$ cat config.mk
export PLATFORM = sky130hd
export DESIGN_NAME = sum_rr_arbiter
export DESIGN_NICKNAME = d
export VERILOG_FILES = /design/src/rtl/sum_rr_arbiter.sv
export SDC_FILE = /design/constraint.sdc
export NUM_CORES = 1
export LEC_CHECK = 0
export CORE_AREA = 2 2 459 461
export CTS_CLUSTER_DIAMETER = 30
export DETAILED_ROUTE_END_ITERATION = 7
export DIE_AREA = 0 0 461 463
export GPL_ROUTABILITY_DRIVEN = 0
export PLACE_DENSITY = 0.34
export RECOVER_POWER = 100
export SYNTH_ARGS = -nofsm -noshare
export SYNTH_HDL_FRONTEND = slang
export SYNTH_SLANG_ARGS = --single-unit
$ cat constraint.sdc
create_clock -name clk -period 3.75 [get_ports clk]
set_input_delay 0.75 -clock clk [delete_from_list [all_inputs] [get_ports clk]]
set_output_delay 0.75 -clock clk [all_outputs]
set_load 0.03 [all_outputs]
$ cat src/rtl/sum_rr_arbiter.sv
// Round-robin front end that shares one pipelined summer between NUM_REQ requesters.
// Issued operations are tagged in an in-order FIFO so each returned sum can be
// routed back to the requester that owns it. A credit counter bounds the number
// of outstanding operations, and the FSM can stop granting and drain on request.
module sum_rr_arbiter #(
    parameter  int unsigned NUM_REQ      = 4,
    parameter  int unsigned NUM_INPUTS   = 16,
    parameter  int unsigned DWIDTH       = 14,
    parameter  int unsigned MAX_INFLIGHT = 8,
    localparam int unsigned IDW          = (NUM_REQ > 1) ? $clog2(NUM_REQ) : 1,
    localparam int unsigned CW           = $clog2(MAX_INFLIGHT + 1)
) (
    input  logic                                 clk,
    input  logic                                 rst_n,
    input  logic                                 i_enable,
    input  logic [NUM_REQ-1:0]                   i_req,
    input  logic [NUM_REQ*NUM_INPUTS*DWIDTH-1:0] i_req_dat,
    output logic [NUM_REQ-1:0]                   o_gnt,
    output logic [NUM_INPUTS*DWIDTH-1:0]         o_sum_dat_vector,
    output logic                                 o_sum_dat_valid,
    input  logic [DWIDTH-1:0]                    i_sum,
    input  logic                                 i_sum_valid,
    output logic [DWIDTH-1:0]                    o_rsp_sum,
    output logic [IDW-1:0]                       o_rsp_id,
    output logic                                 o_rsp_valid,
    output logic [CW-1:0]                        o_inflight,
    output logic                                 o_idle,
    output logic                                 o_err
);

    localparam int unsigned VW = NUM_INPUTS * DWIDTH;
    localparam int unsigned AW = (MAX_INFLIGHT > 1) ? $clog2(MAX_INFLIGHT) : 1;

    typedef enum logic [1:0] {
        ST_IDLE  = 2'd0,
        ST_RUN   = 2'd1,
        ST_DRAIN = 2'd2
    } state_t;

    state_t             state;
    state_t             state_nxt;
    logic [IDW-1:0]     rr_ptr;
    logic [NUM_REQ-1:0] eligible;
    logic               win_found;
    logic [IDW-1:0]     win_id;
    logic [IDW-1:0]     ptr_nxt;
    logic [VW-1:0]      win_dat;
    logic               issue;
    logic               pop;
    logic               fifo_empty;

    logic [IDW-1:0]     tag_mem [MAX_INFLIGHT];
    logic [AW-1:0]      wr_ptr;
    logic [AW-1:0]      rd_ptr;

    assign fifo_empty = (o_inflight == '0);

    // Next-state logic, round-robin winner selection and issue/pop decisions
    always_comb begin
        state_nxt = state;
        eligible  = i_req & ~o_gnt;
        win_found = 1'b0;
        win_id    = '0;
        win_dat   = '0;
        ptr_nxt   = rr_ptr;
        issue     = 1'b0;
        pop       = 1'b0;

        case (state)
            ST_IDLE: begin
                if (i_enable) state_nxt = ST_RUN;
            end
            ST_RUN: begin
                if (!i_enable) state_nxt = fifo_empty ? ST_IDLE : ST_DRAIN;
            end
            ST_DRAIN: begin
                if (i_enable)        state_nxt = ST_RUN;
                else if (fifo_empty) state_nxt = ST_IDLE;
            end
            default: state_nxt = ST_IDLE;
        endcase

        // first eligible requester at or above the pointer, wrapping around
        for (int unsigned i = 0; i < NUM_REQ; i++) begin
            if (!win_found && eligible[(32'(rr_ptr) + i) % NUM_REQ]) begin
                win_found = 1'b1;
                win_id    = IDW'((32'(rr_ptr) + i) % NUM_REQ);
            end
        end

        for (int unsigned r = 0; r < NUM_REQ; r++) begin
            if (win_id == IDW'(r)) win_dat = i_req_dat[r*VW +: VW];
        end

        ptr_nxt = (win_id == IDW'(NUM_REQ - 1)) ? '0 : win_id + IDW'(1);

        issue = (state == ST_RUN) && i_enable && win_found &&
                (o_inflight < CW'(MAX_INFLIGHT));
        pop   = i_sum_valid && !fifo_empty;
    end

    // State, pointer, issue-side outputs and credit counter
    always_ff @(posedge clk or negedge rst_n) begin
        if (!rst_n) begin
            state            <= ST_IDLE;
            rr_ptr           <= '0;
            o_gnt            <= '0;
            o_sum_dat_valid  <= 1'b0;
            o_sum_dat_vector <= '0;
            o_inflight       <= '0;
            o_idle           <= 1'b1;
            wr_ptr           <= '0;
            rd_ptr           <= '0;
        end else begin
            state           <= state_nxt;
            o_idle          <= (state_nxt == ST_IDLE);
            o_gnt           <= '0;
            o_sum_dat_valid <= 1'b0;
            if (issue) begin
                o_gnt            <= NUM_REQ'(1) << win_id;
                o_sum_dat_valid  <= 1'b1;
                o_sum_dat_vector <= win_dat;
                rr_ptr           <= ptr_nxt;
                wr_ptr           <= wr_ptr + AW'(1);
            end
            if (pop) rd_ptr <= rd_ptr + AW'(1);
            case ({issue, pop})
                2'b10:   o_inflight <= o_inflight + CW'(1);
                2'b01:   o_inflight <= o_inflight - CW'(1);
                default: o_inflight <= o_inflight;
            endcase
        end
    end

    // Tag storage; contents are qualified by the pointers so no reset is needed
    always_ff @(posedge clk) begin
        if (issue) tag_mem[wr_ptr] <= win_id;
    end

    // Response path: one-cycle registered return of the summer result and its owner
    always_ff @(posedge clk or negedge rst_n) begin
        if (!rst_n) begin
            o_rsp_valid <= 1'b0;
            o_rsp_sum   <= '0;
            o_rsp_id    <= '0;
            o_err       <= 1'b0;
        end else begin
            o_rsp_valid <= pop;
            if (pop) begin
                o_rsp_sum <= i_sum;
                o_rsp_id  <= tag_mem[rd_ptr];
            end
            if (i_sum_valid && fifo_empty) o_err <= 1'b1;
        end
    end

endmodule

# == Yosys cells after proc, flatten, opt, wreduce, memory -nomap -nowiden ==
# Memory sizes are Yosys's and may differ from the RTL's. A register that Yosys moved wholly into a read port is not among the register bits.
# Index checks and enable logic that the tools add are counted.
# op_classes
addsub,8
order_cmp,5
n_eq_ne,7
n_shift,1
mux,31
n_bitwise,2
reduce_logical,18
# ops
operator,count
$mux 224,4
$mux 2,10
$lt 2x3->1 const B,4
$mux 1,10
$bmux 1 s2,4
$eq 2x2->1 const B,4
$logic_and 1x1->1,8
$pmux 4 s2,1
$add 3x1->3 const B,2
$eq 2x1->1 const B,3
$logic_not 2->1,3
$pmux 2 s3,1
$logic_not 1->1,5
$add 2x1->2 const B,2
$add 2x2->2 const B,2
$add 4x1->4 const B,1
$and 4x4->4,1
$logic_not 4->1,1
$lt 4x4->1 const B,1
$mux 4,1
$not 4->4,1
$shl 1x2->4 const A,1
$sub 4x1->4 const B,1
$reduce_bool 2->1,1
# totals
regBits,260
ram_bits,16
out_inout_bits,252
mem_count,1
# memory_table
memory,words,word_bits,read_ports,rd_clocked_by_memory_dff,wr,line_no,source
tag_mem,8,2,1,1,1,52,logic [IDW-1:0] tag_mem [MAX_INFLIGHT];

# == Logic depth before layout (Yosys ltp) ==
# Gate-level depths: netlist of run 1.
# logic_depth
depth_word,19
depth_mapped,13

# == Least setup slack after synthesis of run 1 ==
# OpenSTA, ideal clock, no wires.
# synth_path
path_type,input port to flip-flop
from,input port i_req[2]
to,register o_sum_dat_vector[81]
arrival_ns,2.968
t_required_ns,3.623
slack_ns,0.655
cell_stages,10
cell_sequence,nor2b_1 -> a21oi_1 -> a21oi_1 -> ha_1 -> clkbuf_1 -> clkbuf_1 -> clkbuf_1 -> a21oi_1 -> a221oi_1 -> nor2_1
# synth_between
elab_chain_len,18
elab_cells_between_ends,33
cone_classes,eq/ne (3); mux (20); bitwise (1); reduce/logical (9)
# synth_rtl
element,line_no,source
"start, declared",16,"input logic [NUM_REQ-1:0] i_req,"
$and 4x4->4 *,61,eligible = i_req & ~o_gnt;
$bmux 1 s2,85,if (!win_found && eligible[(32'(rr_ptr) + i) % NUM_REQ]) begin
$mux 1 (implied by the code),85,
$mux 1,85,
$logic_not 1->1,85,
$logic_and 1x1->1,85,
$mux 1,85,
$logic_not 1->1,85,
$logic_and 1x1->1,85,
$mux 1,85,
$logic_not 1->1,85,
$logic_and 1x1->1,85,
$mux 2 *,85,
net win_id[1],45,logic [IDW-1:0] win_id;
$logic_not 2->1,92,if (win_id == IDW'(r)) win_dat = i_req_dat[r*VW +: VW];
$mux 224 (3 in a row),92,
$mux 224 *,92,
"end signal, assigned",122,o_sum_dat_vector <= win_dat;
"end, declared",19,"output logic [NUM_INPUTS*DWIDTH-1:0] o_sum_dat_vector,"
# Mark *: on every way through the listed nets, which the timed path passes. The rest lies on a longest branch. The select of a mux whose other input is x is not followed.
# A chain may end at the register's enable or synchronous reset.

# == Final worst setup path of run 1 ==
# layout_path
from,input port i_req[0]
to,register o_sum_dat_vector[57]
# The elaborated chain is that of the path after synthesis.

==> results summary, run 1 <==
The run finished, with violations left. The checks that failed: max-capacitance violations, max-slew violations. The achievable frequency is 282 MHz. Fill cells in the final layout number 23.7k.

The power density relative to cell area came out at 846 nW/um2. The library cell with the largest summed area after synthesis is sky130_fd_sc_hd__dfrtp_1. Synthesis handed over a netlist of 2440 instances. The row count is roughly 170. The final count of pins violating max slew was 73. At the pin with the least slew margin, the transition time is 2.88 ns. Data on the critical path arrives at its endpoint at 4.19 ns. The starting density of the core is 8.41%.

The routed layout has 24.1k vias. The largest buffer count on any clock path came out at 3. The summed negative setup slack over all endpoints came out at 0 ns. After synthesis, the most frequently instantiated cells are sky130_fd_sc_hd__nor2_1, sky130_fd_sc_hd__a21oi_1, sky130_fd_sc_hd__nand2_1. Yosys attributes the largest share of cell area to sky130_fd_sc_hd__dfrtp_1, sky130_fd_sc_hd__a21oi_1, sky130_fd_sc_hd__a221oi_1, sky130_fd_sc_hd__nor2_1, sky130_fd_sc_hd__o21ai_0. The global-route track usage on met2 came out at 25.9%. The floorplan die width came out at about 460 um. The number of global-route vias before repair is 24.7k. The height of the die came out at 463 um. The post-CTS repair timing setup buffer count is 0. The share of synthesized area occupied by flip-flops and latches is about two fifths.

The global routing usage on met1 came out at between 15 and 20%. The post-detailed-route via-to-cell ratio is about 3.6. The number of cells upsized or downsized after cts is 0. Compared with the post-synthesis result, the final layout area differs by 119%.

The count of synthesis-stage warnings from yosys came out at 0. The worst-case vdd ir drop is 0.405 mV. The worst setup path is launched from an input port. The count of nets left with antenna violations once routing finished came out at 0. The worst slew slack as a fraction of its limit came out at -92.2%. Across the routed clock network, the largest skew measured is 0.0615 ns.

The hold violation total from the final report is 0. The sum of internal, switching and leakage power is 32500 uW. The total CTS buffers came out at 117.

Once layout is done, the placed cells without fillers occupy between 30000 and 40000 um2. The maximum fanout along the worst path came out at 21. The path class of the tightest hold or removal check is register to register.

For this run, design rule violations remaining after detail routing come to 0. The worst register-to-register path has a setup slack of approximately 0.29 ns. The CTS tree is yes. The met3 usage came out at 5.90%.

The share of cells above drive strength 1 came out at 10.7%. The number of flops mapped to enable cells by yosys came out at 16. The count of buffers added on input and output ports is 1169. The first-pass GRT wire length is 222000 um. The final global-route overflow total is 0. The floorplan die area is 213000 um2. The count of maximum capacitance violations is 1. The placed wire-length estimate after detailed placement came out at 141000 um. The maximum level of the CTS H-tree is 3. Setup repair after global routing left no endpoint under its margin. The number of distinct library cell variants in the gate-level netlist after synthesis came out at 36. The worst hold path begins at o_rsp_sum[0].

STA classifies the critical path endpoint as a register. The net count reported at finish came out at 4681. The first routing iteration left about 1.7k violations. The mean post-synth cell area came out at roughly 7.2 um2.

For this run, the detailed router's first-pass iteration total came to 5. The share of the cycle needed by the critical path after routing is 94.5%. In the final routed layout, each cell accounts on average for 25.3 um. The clock transition at the registers of the reported paths came out at 0.04 ns.

The insertion delay of the later-clocked pin in the worst-skew pair came out at 0.74 ns. In this run the biggest area consumer among cell types represents between 30% and 40% of the synthesized area. The worst setup slack before clock tree synthesis came out at -0.368 ns. Setup violations remaining at the end of the flow were counted as 0. The final critical delay including setup and external delays is 3.55 ns. The number of nets in the synthesized netlist is 3367.

The top-level port count came out at 1170. The detailed-route wire length came out at between 150000 and 200000 um. In the post-route analysis, the smallest setup slack over all paths is about 0.2 ns.

For this design, the CTS-stage hold fixing added 0 buffers. The required time at the worst-slack endpoint is 4.39 ns. In the synthesized netlist the async set-or-reset flop fraction comes to 94.2%. In this run the critical register-to-register path is captured at o_sum_dat_vector[57]. The setup path with the least slack is of type input port to register. The maximum number of pins on one net before global-route repair is 79. For this design the static power due to leakage is 0.0152 uW. Yosys instantiated no cell more often than sky130_fd_sc_hd__nor2_1. For hold timing, the worst endpoint is o_rsp_sum[0].

The launching point of the worst reg2reg path is o_gnt[1]. The initial antenna violation count is 64. The core box area is 209000 um2. The worst reg-to-reg path cell count came out at 12. After synthesis the cells add up to 17500 um2. Across every metal layer, demand over resource in global routing totals between 10% and 20%. The worst hold path depth came out at 2.

The layer flagged by global routing as most heavily used is met2. In the synthesized netlist the dominant register cell turns out to be sky130_fd_sc_hd__dfrtp_1. Clock tree synthesis selected as its root buffer the cell sky130_fd_sc_hd__clkbuf_16.

The number of synthesized register bits is 278. Summing all placed instances gives a cell area of 34400 um2. The sink count of the clock tree is 278.
==> cells in the final DEF (no fill, tap or decap), types with 38 or more instances in the layout <==
cell / netlist / routed
sky130_fd_sc_hd__a21oi_1: 452 / 452
sky130_fd_sc_hd__a221oi_1: 224 / 224
sky130_fd_sc_hd__buf_12: 0 / 38
sky130_fd_sc_hd__buf_4: 0 / 158
sky130_fd_sc_hd__clkbuf_1: 154 / 78
sky130_fd_sc_hd__clkbuf_16: 0 / 117
sky130_fd_sc_hd__clkdlybuf4s50_1: 0 / 915
sky130_fd_sc_hd__dfrtp_1: 261 / 261
sky130_fd_sc_hd__dlygate4sd3_1: 0 / 252
sky130_fd_sc_hd__inv_1: 226 / 227
sky130_fd_sc_hd__nand2_1: 282 / 282
sky130_fd_sc_hd__nor2_1: 453 / 453
sky130_fd_sc_hd__o21ai_0: 230 / 231
==> logic make-up after synthesis <==
kind of cell / count (synthesis) / synth area share (%)
AO/OA/AOI/OAI: 914 / 31.1
AND/OR/NAND/NOR: 762 / 16.7
buffers and inverters: 459 / 10.2
flip-flops: 278 / 40.1
XOR/XNOR: 10 / 0.499
adder cells (fa/ha/maj): 9 / 0.642
multiplexers: 8 / 0.749
==> state kept, by name, indices dropped and copies added, names as in the netlist <==
register          flops
o_idle                1
o_err                 1
tag_mem              16
o_gnt                 4
o_sum_dat_valid       1
o_rsp_sum            14
wr_ptr                3
rd_ptr                3
state                 2
o_rsp_valid           1
o_inflight            4
o_sum_dat_vector    224
o_rsp_id              2
rr_ptr                2
==> stage by stage <==
stage	instances	util [%]	hold slack [ns]
finish	6681	18.4	0.465
CTS	6660	18.5	0.0184
global placement	6440	16.5	0.458
global route	6668	18.4	0.491
detailed placement	6440	16.5	0.461
floorplan	2440	-	0.454
==> layer usage <==
metal,up-vias,share of wire [%]
li1,11135,-
met1,11535,39
met2,1150,48
met3,234,10
met4,46,2.2
met5,-,0.18
==> worst max-delay path: stages <==
cell and delay (ns):
sky130_fd_sc_hd__dlygate4sd3_1 0.60, sky130_fd_sc_hd__and3b_1 0.20, sky130_fd_sc_hd__o21ai_0 0.18, sky130_fd_sc_hd__a21oi_1 0.11, sky130_fd_sc_hd__a21oi_1 0.27, sky130_fd_sc_hd__buf_4 0.24
sky130_fd_sc_hd__ha_4 0.21, sky130_fd_sc_hd__buf_12 0.20, sky130_fd_sc_hd__clkbuf_1 0.43, sky130_fd_sc_hd__a21oi_1 0.08, sky130_fd_sc_hd__a221oi_1 0.60, sky130_fd_sc_hd__buf_4 0.22
sky130_fd_sc_hd__nor2_1 0.04
==> cell type report <==
type	instances	area [um2]	area share, %
Multi-Input combinational cell	1703	8770	22.8
Antenna cell	21	52.6	0.137
Timing Repair Buffer	1426	13900	36.2
Clock inverter	53	916	2.39
Sequential cell	278	7040	18.3
Tap cell	2805	3510	9.14
Inverter	228	863	2.25
Clock buffer	167	3350	8.71
==> how the worst max path moves through the flow <==
stage                                 end  cells past startpoint  startpoint
global route        o_sum_dat_vector[208]                     11    o_gnt[1]
CTS                  o_sum_dat_vector[53]                     12    o_gnt[1]
floorplan            o_sum_dat_vector[81]                     10    i_req[2]
global placement     o_sum_dat_vector[53]                     13    i_req[0]
detailed placement   o_sum_dat_vector[53]                     12    i_req[0]
finish               o_sum_dat_vector[57]                     13    i_req[0]
==> report_power, final <==
part,internal [uW],leakage [uW],switching (uW)
registers,4450,0.00315,983
logic,5840,0.00994,10800
clock network,7540,0.00209,2870
Power figures use the tool's default switching activity.
==> run 2, diff against run 1 <==
HOLD_SLACK_MARGIN = 0.05   (was default)
==> run 2 against run 1 <==
Effect of this change: the flow now finishes without violations; clock-buffer cell count unchanged; global-route usage unchanged; non-clock buffer count up 1; utilization about the same; clock power about the same; cell count unchanged; clock skew up 0.0016 ns; critical endpoint is now o_sum_dat_vector[49].
==> results summary, run 2 (synthesis results as in run 1) <==
The maximum cell stage delay along the critical path came out at 0.60 ns (about the same). The kind of end point of the critical path is a register (unchanged). The sink count of the clock tree came to 278 (unchanged). The maximum fanout along the worst path came out at 29 (was 21). The maximum level of the CTS H-tree came out at 3 (unchanged). The detailed-route wire length is 169000 um (about the same). The core box area came out at 209000 um2 (unchanged). The combined buffer and inverter count along the critical path was 4 (was 5). The worst-case vdd ir drop is 0.405 mV (about the same). The final global-route overflow total is 0 (unchanged). The signal arrival time at the worst endpoint is 4.17 ns (was 4.19 ns).

The flip-flop count of the largest register, all copies and words added came out at 224 (unchanged). The top-level port count is 1170 (unchanged). The starting density of the core is 8.41% (unchanged).

The total routing resource utilization after global routing came out at 15.2% (unchanged). The hold violation total from the final report came out at 0 (unchanged). The switching part of the total power is 45.2% (was 45.1%). The slowest cell on the critical path is sky130_fd_sc_hd__dlygate4sd3_1 (unchanged). The share of cells above drive strength 1 is 10.7% (about the same).

The total CTS buffers came out at 117 (unchanged). The share of power burned in combinational logic was 51.3% (about the same). The number of global-route vias before repair was 24.7k (unchanged).

The startpoint-to-endpoint class of the critical path is input port to register (unchanged). The most prevalent standard cell on the critical path is sky130_fd_sc_hd__a21oi_1 (unchanged). The worst slew slack as a fraction of its limit came to 3.46% (was -92.2%). The critical path depth in cells is 12 (was 13).

The post-detailed-route via-to-cell ratio is 3.61 (about the same). Commonest non-fill, non-tap cells in the layout: sky130_fd_sc_hd__clkdlybuf4s50_1, sky130_fd_sc_hd__nor2_1, sky130_fd_sc_hd__a21oi_1 (unchanged). The insertion delay of the later-clocked pin in the worst-skew pair is 0.74 ns (about the same). The achievable frequency came out at 283 MHz (was 282 MHz). The count of maximum capacitance violations is 0 (was 1). The clock transition at the registers of the reported paths came out at 0.04 ns (about the same).

The number of routed nets with antenna violations was 0 (unchanged). The startpoint type of the worst setup path is an input port (unchanged). The post-detailed-route DRC marker count came out at 0 (unchanged). Outcome: completed (was finished with violations). The per-cell routed wire length came out at 25.3 um (about the same). The row count is 168 (unchanged). Setup repair after global routing missed its margin: no (unchanged).

The required time at the worst-slack endpoint is 4.39 ns (about the same). The share of the cycle needed by the critical path after routing is 94.1% (was 94.5%). Largest registers: o_sum_dat_vector: 224 flops, tag_mem: 16 flops, o_rsp_sum: 14 flops (unchanged). The worst-case clock skew is 0.0631 ns (was 0.0615 ns). The largest buffer count on any clock path was 3 (unchanged).

The internal cell power came out at 17800 uW (about the same). The port buffer count was 1169 (unchanged). The net switching power came out at 14700 uW (about the same). The launching point of the worst reg2reg path is o_gnt[1] (unchanged). The cell family with the largest share of critical-path delay was buffers and inverters (unchanged). The transition time at the pin with the least slew margin is 1.45 ns (was 2.88 ns). The number of DRC markers in iteration 0 came out at 1537 (was 1652). The maximum number of pins on one net before global-route repair came out at 79 (unchanged). The initial antenna violation count is 64 (unchanged). The net count reported at finish was 4682 (was 4681).

The largest register by flop count is o_sum_dat_vector (unchanged). The floorplan die width is 461 um (unchanged). The final-layout fill cell count came out at 23.7k (about the same). The end point of the critical path is o_sum_dat_vector[49] (was o_sum_dat_vector[57]). The most frequent standard cell in the layout excluding fill and tap cells was sky130_fd_sc_hd__clkdlybuf4s50_1 (unchanged).

The area added between synthesis and finish came out at 119% (about the same). The internal reg-to-reg setup slack is 0.31 ns (was 0.29 ns). The first-pass iteration count of the detailed router came out at 7 (was 5). The worst reg-to-reg path cell count is 12 (unchanged). The final standard cell utilization of the core is 18.4% (about the same).

The total via count in the routed design is 24.1k (about the same). The final critical delay including setup and external delays came out at 3.53 ns (was 3.55 ns). The power density relative to cell area came to 847 nW/um2 (was 846 nW/um2). The worst hold path class is register to register (unchanged). The CTS tree is yes (unchanged). The root buffer cell is sky130_fd_sc_hd__clkbuf_16 (unchanged). The critical register-to-register path endpoint is o_sum_dat_vector[57] (unchanged).

The placed wire-length estimate after detailed placement is 141000 um (unchanged). The design area is 38400 um2 (about the same). The first-pass GRT wire length came to 222000 um (unchanged). The total setup violations reported at the end of the flow is 0 (unchanged). The floorplan die area is 213000 um2 (unchanged). The share of total power in sequential cells came to 16.7% (about the same).

The height of the die came to 463 um (unchanged). The total cell area at the placement stage came out at 34400 um2 (unchanged). The final count of pins violating max slew is 0 (was 73). The clock power share came out at 32.0% (about the same). The leakage power came out at 0.0152 uW (about the same). Cell chain of the critical path: dlygate4sd3_1 -> and3b_1 -> o21ai_0 -> a21oi_1 -> a21oi_1 -> ha_4 -> buf_12 -> clkbuf_1 -> a21oi_1 -> a221oi_1 -> buf_4 -> nor2_1 (was dlygate4sd3_1 -> and3b_1 -> o21ai_0 -> a21oi_1 -> a21oi_1 -> buf_4 -> ha_4 -> buf_12 -> clkbuf_1 -> a21oi_1 -> a221oi_1 -> buf_4 -> nor2_1). The start point of the critical path is i_req[0] (unchanged).
==> run 2: power by group through the flow <==
stage	Combinational, uW	Sequential [uW]	Clock (uW)
finish	16700	5430	10400
global placement	17800	5540	0
detailed placement	17800	5550	0
CTS	17800	5550	10700
floorplan	5510	7840	0
global route	18100	5660	10900
==> run 2: what timing repair did <==
item / CTS / global route
setup buffers: 0 / 0
resized for setup: 0 / 0
setup endpoints to repair: 0 / 0
hold buffers: 1 / 0
endpoints found under the hold margin: 11 / 0
==> run 2: area by class of cell <==
class,instances,area [um2],share of cell area [%]
timing repair buffer,1427,13900,36.2
multi-input combinational,1703,8770,22.8
sequential,278,7040,18.3
tap,2805,3510,9.14
clock buffer,167,3350,8.72
clock inverter,53,916,2.39
inverter,228,863,2.25
antenna,20,50.0,0.130
==> run 2: layer usage <==
metal	vias to the layer above	global-route usage, %	part of all wire (%)
li1	11134	-	-
met1	11499	17.6	39
met2	1191	25.9	48
met3	235	5.89	10
met4	46	4.13	2.2
met5	-	0	0.18
==> run 2: per-stage QoR <==
step	setup TNS (ns)	std cells	hold WS (ns)	total power [uW]	setup slack, ns
2_1_floorplan	0	2440	0.454	13300	0.655
3_3_place_gp	-13.57	6440	0.458	23300	-0.398
3_5_place_dp	-11.21	6440	0.461	23300	-0.368
4_1_cts	0	6661	0.450	34100	0.406
5_1_grt	0	6669	0.491	34600	0.150
6_report	0	6681	0.465	32500	0.220
==> run 2: worst min path at each step <==
stage	start	endpoint	slack, ns	cells after the start
floorplan	rst_n	o_err	0.45	0
global placement	o_rsp_sum[13]	o_rsp_sum[13]	0.46	2
detailed placement	o_rsp_sum[0]	o_rsp_sum[0]	0.46	2
CTS	i_sum[12]	o_rsp_sum[12]	0.45	3
global route	o_rsp_sum[9]	o_rsp_sum[9]	0.49	2
finish	o_rsp_sum[9]	o_rsp_sum[9]	0.46	2
==> run 2: tightest hold or removal path: stages, from the launching register on <==
cell	delay, ns
sky130_fd_sc_hd__dfrtp_1	0.33
sky130_fd_sc_hd__nand2_1	0.05
sky130_fd_sc_hd__nand2_1	0.06
==> run 3, diff against run 2 <==
ABC_CLOCK_PERIOD_IN_PS = 3750   (was default)
==> results of run 3 <==
The final DEF is identical to that of run 2; final timing and power are the same.
